`config.mk`:
```
export PLATFORM = sky130hd
export DESIGN_NAME = axi_chan_match_checker_fifo
export DESIGN_NICKNAME = d
export VERILOG_FILES = /design/src/rtl/axi_chan_match_checker.sv
export SDC_FILE = /design/constraint.sdc
export NUM_CORES = 1
export LEC_CHECK = 0
export CAP_MARGIN = 20
export CORE_MARGIN = 1
export CORE_UTILIZATION = 45
export DETAILED_ROUTE_END_ITERATION = 7
export GPL_TIMING_DRIVEN = 0
export PLACE_DENSITY = 0.68
export RECOVER_POWER = 100
export SLEW_MARGIN = 20
export SYNTH_ARGS = -nofsm -noshare
export SYNTH_HDL_FRONTEND = slang
export SYNTH_SLANG_ARGS = --single-unit
```
`constraint.sdc`:
```
create_clock -name clk_i -period 2.5 [get_ports clk_i]
set_input_delay 0.5 -clock clk_i [delete_from_list [all_inputs] [get_ports clk_i]]
set_output_delay 0.5 -clock clk_i [all_outputs]
set_load 0.03 [all_outputs]
```
`src/rtl/axi_chan_match_checker.sv`:
```
// End-to-end AXI path scoreboard: per-channel FIFOs hold beats seen at the producer side
// and every beat seen at the consumer side is compared against the oldest stored one.

module axi_chan_match_checker_fifo #(
  parameter type chan_t    = logic,
  parameter int  FifoDepth = 4
) (
  input  logic  clk_i,
  input  logic  rst_i,
  input  logic  push,
  input  chan_t push_beat,
  input  logic  pop,
  input  chan_t pop_beat,
  output logic  mismatch,
  output logic  drop,
  output logic  nonempty
);
  localparam int PtrW = $clog2(FifoDepth);
  localparam int CntW = $clog2(FifoDepth + 1);

  chan_t           mem [FifoDepth];
  logic [PtrW-1:0] rd_ptr_reg, wr_ptr_reg;
  logic [CntW-1:0] count_reg;
  logic            empty, full, bypass, do_push, do_pop;

  always_comb begin
    empty    = (count_reg == '0);
    full     = (count_reg == CntW'(FifoDepth));
    bypass   = push & pop & empty;
    do_pop   = pop & ~empty;
    do_push  = push & ~bypass & (~full | do_pop);
    drop     = push & full & ~do_pop;
    nonempty = ~empty;
    mismatch = 1'b0;
    // Head is read asynchronously: the compare has to happen in the pop cycle.
    if (pop) begin
      if (!empty)    mismatch = (mem[rd_ptr_reg] != pop_beat);
      else if (push) mismatch = (push_beat != pop_beat);
      else           mismatch = 1'b1;
    end
  end

  always_ff @(posedge clk_i) begin
    if (do_push) mem[wr_ptr_reg] <= push_beat;
  end

  always_ff @(posedge clk_i or posedge rst_i) begin
    if (rst_i) begin
      rd_ptr_reg <= '0;
      wr_ptr_reg <= '0;
      count_reg  <= '0;
    end else begin
      if (do_push)
        wr_ptr_reg <= (wr_ptr_reg == PtrW'(FifoDepth - 1)) ? '0 : wr_ptr_reg + 1'b1;
      if (do_pop)
        rd_ptr_reg <= (rd_ptr_reg == PtrW'(FifoDepth - 1)) ? '0 : rd_ptr_reg + 1'b1;
      if (do_push && !do_pop)      count_reg <= count_reg + 1'b1;
      else if (do_pop && !do_push) count_reg <= count_reg - 1'b1;
    end
  end
endmodule


```
* Word level (Yosys, flattened, before mapping) *
Memories as Yosys holds them, arrays and structs flattened.
Index checks and enable logic that the tools add are counted.

word-level totals
  output and inout bits = 3
  bits in registers = 7
  input port bits = 6
  memory bits (writable) = 4
  memories kept = 1
  word-level logic and storage cells = 40

memory list
  name  words  width  read ports  clocked after memory_dff  write ports  RTL line  text
  mem   4      1      1           0                         1            21        chan_t mem [FifoDepth];

cells by class
  bitwise logic cells = 12
  reductions and logical operators = 6
  add/sub/neg operators = 4
  mux-type cells = 9
  eq/ne operators = 5

operator list
  operator             number
  $and 1x1->1          7
  $mux 3               2
  $mux 1               5
  $add 2x1->2 const B  2
  $eq 2x2->1 const B   2
  $mux 2               2
  $not 1->1            4
  $add 3x1->3 const B  1
  $eq 3x3->1 const B   1
  $logic_not 3->1      1
  $sub 3x1->3 const B  1
  $logic_and 1x1->1    2
  $logic_not 1->1      2
  $ne 1x1->1           2
  $reduce_bool 2->1    1
  $or 1x1->1           1

* Logic depth before layout (Yosys ltp) *
Gate-level depths: netlist of run 1.

  depth after elaboration = 9
  mapped depth = 8
  mapped depth without buffers = 8

* Worst setup path after synthesis of run 1 *
OpenSTA, ideal clock, no wires.

  kind = flip-flop to output port
  start point = register rd_ptr_reg[0]
  end point = output mismatch
  data arrival time = 1.532 ns
  cell stages (with the launch flop) = 4
  path slack = 0.468 ns
  cell sequence = dfrtp_1 -> mux4_2 -> xnor2_1 -> a21oi_1

on the way
  cells in the longest elaborated chain, start to end = 4

ends and longest elaborated chain
  element                 RTL line  text
  from (decl)             22        logic [PtrW-1:0] rd_ptr_reg, wr_ptr_reg;
  from (signal assigned)  56        rd_ptr_reg <= (rd_ptr_reg == PtrW'(FifoDepth - 1)) ? '0 : rd_ptr_reg + 1'b1;
  $mem_v2 4x1             n/a
  $ne 1x1->1              37        if (!empty) mismatch = (mem[rd_ptr_reg] != pop_beat);
  $mux 1                  37
  $mux 1                  36        if (pop) begin
  to (decl)               14        output logic mismatch,

No other way between the ends.

* Worst setup path in the final report of run 1 *
Same ends and word-level chain as after synthesis.

==> flow_metrics.py, run 1 <==
metrics = {
    "outcome": {
        "status": "finished clean",
    },
    "worst_setup_path": {
        "start_kind": "flip-flop",
        "regToRegEndpoint": "count_reg[2]",
        "crit_type": "flip-flop to output pin",
        "rr_worst_depth": 8,
        "timing.rr.start": "count_reg[0]",
        "r2r_setup_slack_ns": 0.37,
        "cp_max_fo": 4,
        "crit_required_ns": 2.00,
        "crit_arrival_ns": 1.87,
        "critPathLaunch": "rd_ptr_reg[0]",
        "cp-end-kind": "output pin",
        "setup.worst_path.end": "mismatch",
    },
    "finish": {
        "utilization": 0.574,
        "drive_above_1_share": 0.246,
        "syn2layout_area_growth_pct": 18.0,
        "largest_register_ffs": 4,
        "num_antenna_cells": 0,
        "fill_cells": 110,
        "final_area_sq_um": 756,
        "nNetsFinal": 75,
    },
    "synth": {
        "yosysMostFrequentCell": "dfrtp_1",
        "syn_area_per_cell_sq_um": 13.1,
        "netlist-cell-type-count": 18,
        "synth_edf_count": 4,
        "synth.net_count": 62,
        "yosysSeqAreaShare": 0.461,
        "synth_area_sq_um": 641,
        "async_flop_share": 0.636,
        "synth_warnings": 0,
        "synthTopCellsByCount": "dfrtp_1, ha_1, inv_1",
        "ys_ff_latch": 11,
        "synth_ff_type": "dfrtp_1",
        "synth_top_area_cell": "dfrtp_1",
        "netlist_instances": 49,
        "yosysTopAreaCellShare": 0.273,
        "synth_area_leaders": "dfrtp_1, edfxtp_1, ha_1",
    },
    "timing": {
        "hold_violations": 0,
        "worstMarginPinSlew_ns": 0.366,
        "layout_min_cycle_time_ns": 2.37,
        "fin_crit_sh": 0.949,
        "clock.fmax_mhz": 421,
        "fin_worst_skew_ns": 0.00503,
        "rsz0062_at_grt": "false",
        "fin_setup_tns_ns": 0,
        "slew_headroom": 0.757,
        "finalMaxSlewViolations": 0,
        "setup_viol": 0,
    },
    "power_and_ir_drop": {
        "p_comb_frac": 0.444,
        "total_power_uw": 817,
        "static-leakage-power_uw": 0.000339,
        "seqPwrFrac": 0.415,
        "p_sw_uw": 297,
        "power_density_mw_per_mm2": 1080,
        "ir_drop_uv": 681,
        "clockPowerShare": 0.141,
        "internal-power_uw": 521,
        "p_sw_frac": 0.363,
    },
    "job": {
        "cap_violations": 0,
    },
    "routing": {
        "drt_iter0_markers": 4,
        "viasPerCell": 4.82,
        "num_vias": 366,
        "drt-total-wl_um": 834,
        "drc": 0,
        "drt-pass1-iter-count": 4,
        "wire_per_inst_um": 11.0,
        "antenna_left": 0,
    },
    "place": {
        "hpwl_um": 654,
        "place.gp.congestion": 0.617,
        "port_buffers": 8,
        "dpl_cell_area_sq_um": 739,
    },
    "global_routing": {
        "antenna_found_initial": 0,
        "track_usage": 0.137,
        "grt_max_degree": 8,
        "grt_pass1_wl_mm": 1.37,
        "gr-total-overflow": 0,
        "grt_pass1_vias": 353,
    },
    "die": {
        "die_width_um": 39.7,
        "rows": 13,
        "die_y_um": 39.7,
        "start_util": 0.486,
        "dieArea_sq_mm": 0.00158,
        "io_pins": 9,
        "core_area_sq_mm": 0.00132,
    },
    "cts": {
        "cts_root_buf": "clkbuf_4",
        "clk_latency_ns": 0.26,
        "cts_buffer_depth": 2,
        "clk_pin_slew_worst_paths_ns": 0.07,
        "cts_buffers": 3,
        "htree_levels": 1,
        "cts_sinks": 11,
        "post_cts_buffers": 0,
        "cts_tree": "yes",
    },
    "worst_hold_path": {
        "hold_path.class": "flip-flop to flip-flop",
    },
}
==> cell usage in the layout, fill, tap and decap left out, drive strengths merged, types with 2 or more instances in the layout <==
master and count:
xnor2 2, a21oi 2, dlygate4sd3 3, dfrtp 7, ha 6, xor2 4, edfxtp 4, mux2 5
clkdlybuf4s50 2, inv 5, clkbuf 4, nor2 4, and2 4
==> power groups by stage <==
| stage | clock network (uW) | logic, uW | registers [uW] |
|---|---|---|---|
| CTS | 121 | 380 | 339 |
| global placement | 0 | 380 | 340 |
| floorplan | 0 | 305 | 326 |
| detailed placement | 0 | 384 | 343 |
| finish | 115 | 363 | 339 |
| global route | 126 | 422 | 351 |
==> routing by layer <==
metal	up-vias	global-route usage	wire length [um]
li1	191	-	-
met1	169	0.187	411
met2	4	0.193	391
met3	2	0.0341	23
met4	0	0.0776	7
met5	-	0	0
==> worst min-delay path by stage <==
stage                  from            end  slack (ns)  cells after the start
2_1_floorplan         rst_i   count_reg[0]        0.30                      1
3_3_place_gp   count_reg[2]   count_reg[2]        0.53                      1
3_5_place_dp   count_reg[2]   count_reg[2]        0.52                      1
4_1_cts               rst_i  rd_ptr_reg[0]        0.46                      2
5_1_grt        count_reg[2]   count_reg[2]        0.56                      1
6_report       count_reg[2]   count_reg[2]        0.54                      1
==> stage by stage <==
| stage | hold slack [ns] | setup slack [ns] | instances |
|---|---|---|---|
| after floorplan | 0.303 | 0.468 | 49 |
| after global placement | 0.529 | -0.172 | 72 |
| after detailed placement | 0.524 | -0.171 | 72 |
| after CTS | 0.461 | 0.0127 | 76 |
| after global routing | 0.561 | 0.0164 | 76 |
| final | 0.542 | 0.126 | 76 |
==> cell type report <==
type	count	area, sq um	share of cell area
clock buffers	3	22.5	0.0298
clock inverters	1	5.00	0.00662
well taps	15	18.8	0.0248
multi-input cells	33	319	0.422
inverters	5	18.8	0.0248
repair buffers	8	76.3	0.101
flip-flops and latches	11	295	0.391
==> kinds of logic after synthesis <==
family	Yosys count	share of synthesized area
compound gates	3	0.0332
fa+ha+maj	7	0.148
xor+xnor	6	0.0820
simple gates	11	0.123
mux	6	0.123
flops	11	0.461
buf+inv	5	0.0293
==> critical path, cell delays in order, from the launching register on <==
cell	delay, ns
dfrtp_1	0.42
mux4_2	0.53
xnor2_1	0.14
a21oi_1	0.14
clkdlybuf4s15_1	0.38
==> timing repair <==
action                                  in CTS  in global routing
endpoints found under the setup margin       1                  3
cloned                                       0                  0
hold endpoints to repair                     0                  0
hold buffers                                 0                  0
pin swaps                                    0                  1
gates resized for setup                      1                  4
No activity file was read; power rests on OpenSTA's default activity.
==> run 2: changes to the inputs <==
--- a/config.mk
+++ b/config.mk
@@ -6,11 +6,11 @@
 export NUM_CORES = 1
 export LEC_CHECK = 0
 export CAP_MARGIN = 20
-export CORE_MARGIN = 1
+export CORE_MARGIN = 2
 export CORE_UTILIZATION = 45
 export DETAILED_ROUTE_END_ITERATION = 7
 export GPL_TIMING_DRIVEN = 0
-export PLACE_DENSITY = 0.68
+export PLACE_DENSITY = 0.75
 export RECOVER_POWER = 100
 export SLEW_MARGIN = 20
 export SYNTH_ARGS = -nofsm -noshare
==> run 2 against run 1 <==
  * Routed wire length rose by 4.9%
  * Critical path type unchanged
  * Worst hold slack worse by 0.018 ns
  * Clock-buffer cell count up 1
  * Sequential power about the same
  * Clock skew rose by 0.0015 ns
  * Critical endpoint unchanged
  * Worst setup slack is essentially flat
  * Flip-flop and latch count unchanged
  * Highest routed layer unchanged
==> flow_metrics.py, run 2 (synthesis results as in run 1) <==
metrics = {
    "outcome": {
        "status": "finished clean",
    },
    "job": {
        "cap_violations": 0,
    },
    "timing": {
        "clock.fmax_mhz": 421,
        "finalMaxSlewViolations": 0,
        "slew_headroom": 0.758,
        "fin_crit_sh": 0.949,
        "layout_min_cycle_time_ns": 2.37,
        "worstMarginPinSlew_ns": 0.365,
        "holdWs_ns": 0.524,
        "rsz0062_at_grt": "false",
        "hold_violations": 0,
        "fin_worst_skew_ns": 0.00652,
        "setup_viol": 0,
    },
    "worst_hold_path": {
        "min_path_cells": 1,
        "hold_path.class": "flip-flop to flip-flop",
    },
    "global_routing": {
        "track_usage": 0.124,
        "antenna_found_initial": 0,
        "gr-total-overflow": 0,
        "grt_pass1_wl_mm": 1.59,
        "grt_pass1_vias": 399,
        "grt_max_degree": 8,
    },
    "worst_setup_path": {
        "setup.worst_path.end": "mismatch",
        "regToRegEndpoint": "count_reg[2]",
        "timing.rr.start": "count_reg[0]",
        "crit_type": "flip-flop to output pin",
        "start_kind": "flip-flop",
        "cp_max_fo": 4,
        "crit_required_ns": 2.00,
        "cp-end-kind": "output pin",
        "r2r_setup_slack_ns": 0.36,
        "crit_arrival_ns": 1.87,
        "critPathLaunch": "rd_ptr_reg[0]",
        "rr_worst_depth": 8,
    },
    "finish": {
        "num_antenna_cells": 0,
        "largest_register_ffs": 4,
        "mostFrequentLayoutCells": "dfrtp_1, ha_1, inv_1",
        "drive_above_1_share": 0.213,
        "final_common_cell": "dfrtp_1",
        "nNetsFinal": 75,
        "syn2layout_area_growth_pct": 16.8,
        "instances_no_fill": 76,
        "fill_cells": 117,
    },
    "routing": {
        "drt-pass1-iter-count": 4,
        "viasPerCell": 5.03,
        "num_vias": 382,
        "antenna_left": 0,
        "drc": 0,
        "wire_per_inst_um": 11.5,
        "drt_iter0_markers": 5,
        "drt-total-wl_um": 875,
    },
    "cts": {
        "htree_levels": 1,
        "cts_tree": "yes",
        "cts_sinks": 11,
        "cts_root_buf": "clkbuf_4",
        "hold_buffers": 0,
        "cts_buffers": 3,
        "clk_pin_slew_worst_paths_ns": 0.07,
        "post_cts_buffers": 0,
        "cts_buffer_depth": 2,
        "clk_latency_ns": 0.27,
    },
    "place": {
        "placedCellCount": 72,
        "place.gp.congestion": 0.718,
        "hpwl_um": 707,
        "port_buffers": 8,
    },
    "die": {
        "die_width_um": 41.7,
        "start_util": 0.486,
        "dieArea_sq_mm": 0.00174,
        "die_y_um": 41.7,
        "core_area_sq_mm": 0.00132,
        "io_pins": 9,
        "rows": 13,
    },
    "power_and_ir_drop": {
        "ir_drop_uv": 474,
        "power_density_mw_per_mm2": 1100,
        "static-leakage-power_uw": 0.000337,
    },
}
==> run 2: cell count changes in the layout (fill, tap and decap cells not counted), sizes merged <==
cell	previous run	this run
clkbuf	4	5
clkdlybuf4s15	1	0
clkinv	1	0
dlygate4sd2	0	1
==> run 2: routing by layer <==
layer / GRT usage / vias to the layer above / routed length (um)
met5: 0 / - / 0
li1: - / 188 / -
met3: 0.0478 / 5 / 39
met1: 0.126 / 180 / 379
met4: 0.0774 / 0 / 26
met2: 0.213 / 9 / 429
==> run 2: worst min path at each step <==
stage / start / to
after floorplan: rst_i / count_reg[0]
after global placement: count_reg[2] / count_reg[2]
after detailed placement: count_reg[2] / count_reg[2]
after CTS: rst_i / count_reg[0]
after global routing: count_reg[2] / count_reg[2]
final: count_reg[2] / count_reg[2]
==> run 2: what timing repair did <==
| action | in CTS | in global routing |
|---|---|---|
| hold endpoints to repair | 0 | 0 |
| endpoints found under the setup margin | 1 | 2 |
| pin swaps | 0 | 1 |
| resized for setup | 1 | 3 |
==> run 2: report_power, final <==
group / switching [uW] / internal (uW) / total, uW / leakage [uW]
clock: 56.0 / 61.7 / 118 / 0.0000150
sequential: 70.9 / 265 / 336 / 0.000119
combinational: 174 / 193 / 367 / 0.000203
total: 301 / 519 / 820 / 0.000337
==> run 2: stage by stage <==
step | instance area [sq um] | setup TNS (ns) | utilization | total power, uW | setup slack (ns)
CTS | 764 | 0 | 0.580 | 854 | 0.0132
global route | 748 | 0 | 0.568 | 901 | 0.0259
detailed placement | 739 | -0.442 | 0.561 | 737 | -0.185
finish | 748 | 0 | 0.568 | 820 | 0.126
floorplan | 641 | 0 | - | 631 | 0.468
global placement | 739 | -0.389 | 0.561 | 717 | -0.157
==> run 2: area by class of cell <==
cell class,count,area (sq um),share of cell area
tap,15,18.8,0.0251
sequential,11,295,0.395
inverter,5,18.8,0.0251
multi-input combinational,33,314,0.420
clock buffer,4,26.3,0.0351
timing repair buffer,8,75.1,0.100
==> run 2: worst max-delay path: stages (launching register included) <==
cell	delay [ns]
dfrtp_1	0.40
mux4_2	0.52
xnor2_1	0.14
a21oi_1	0.14
dlygate4sd2_1	0.40
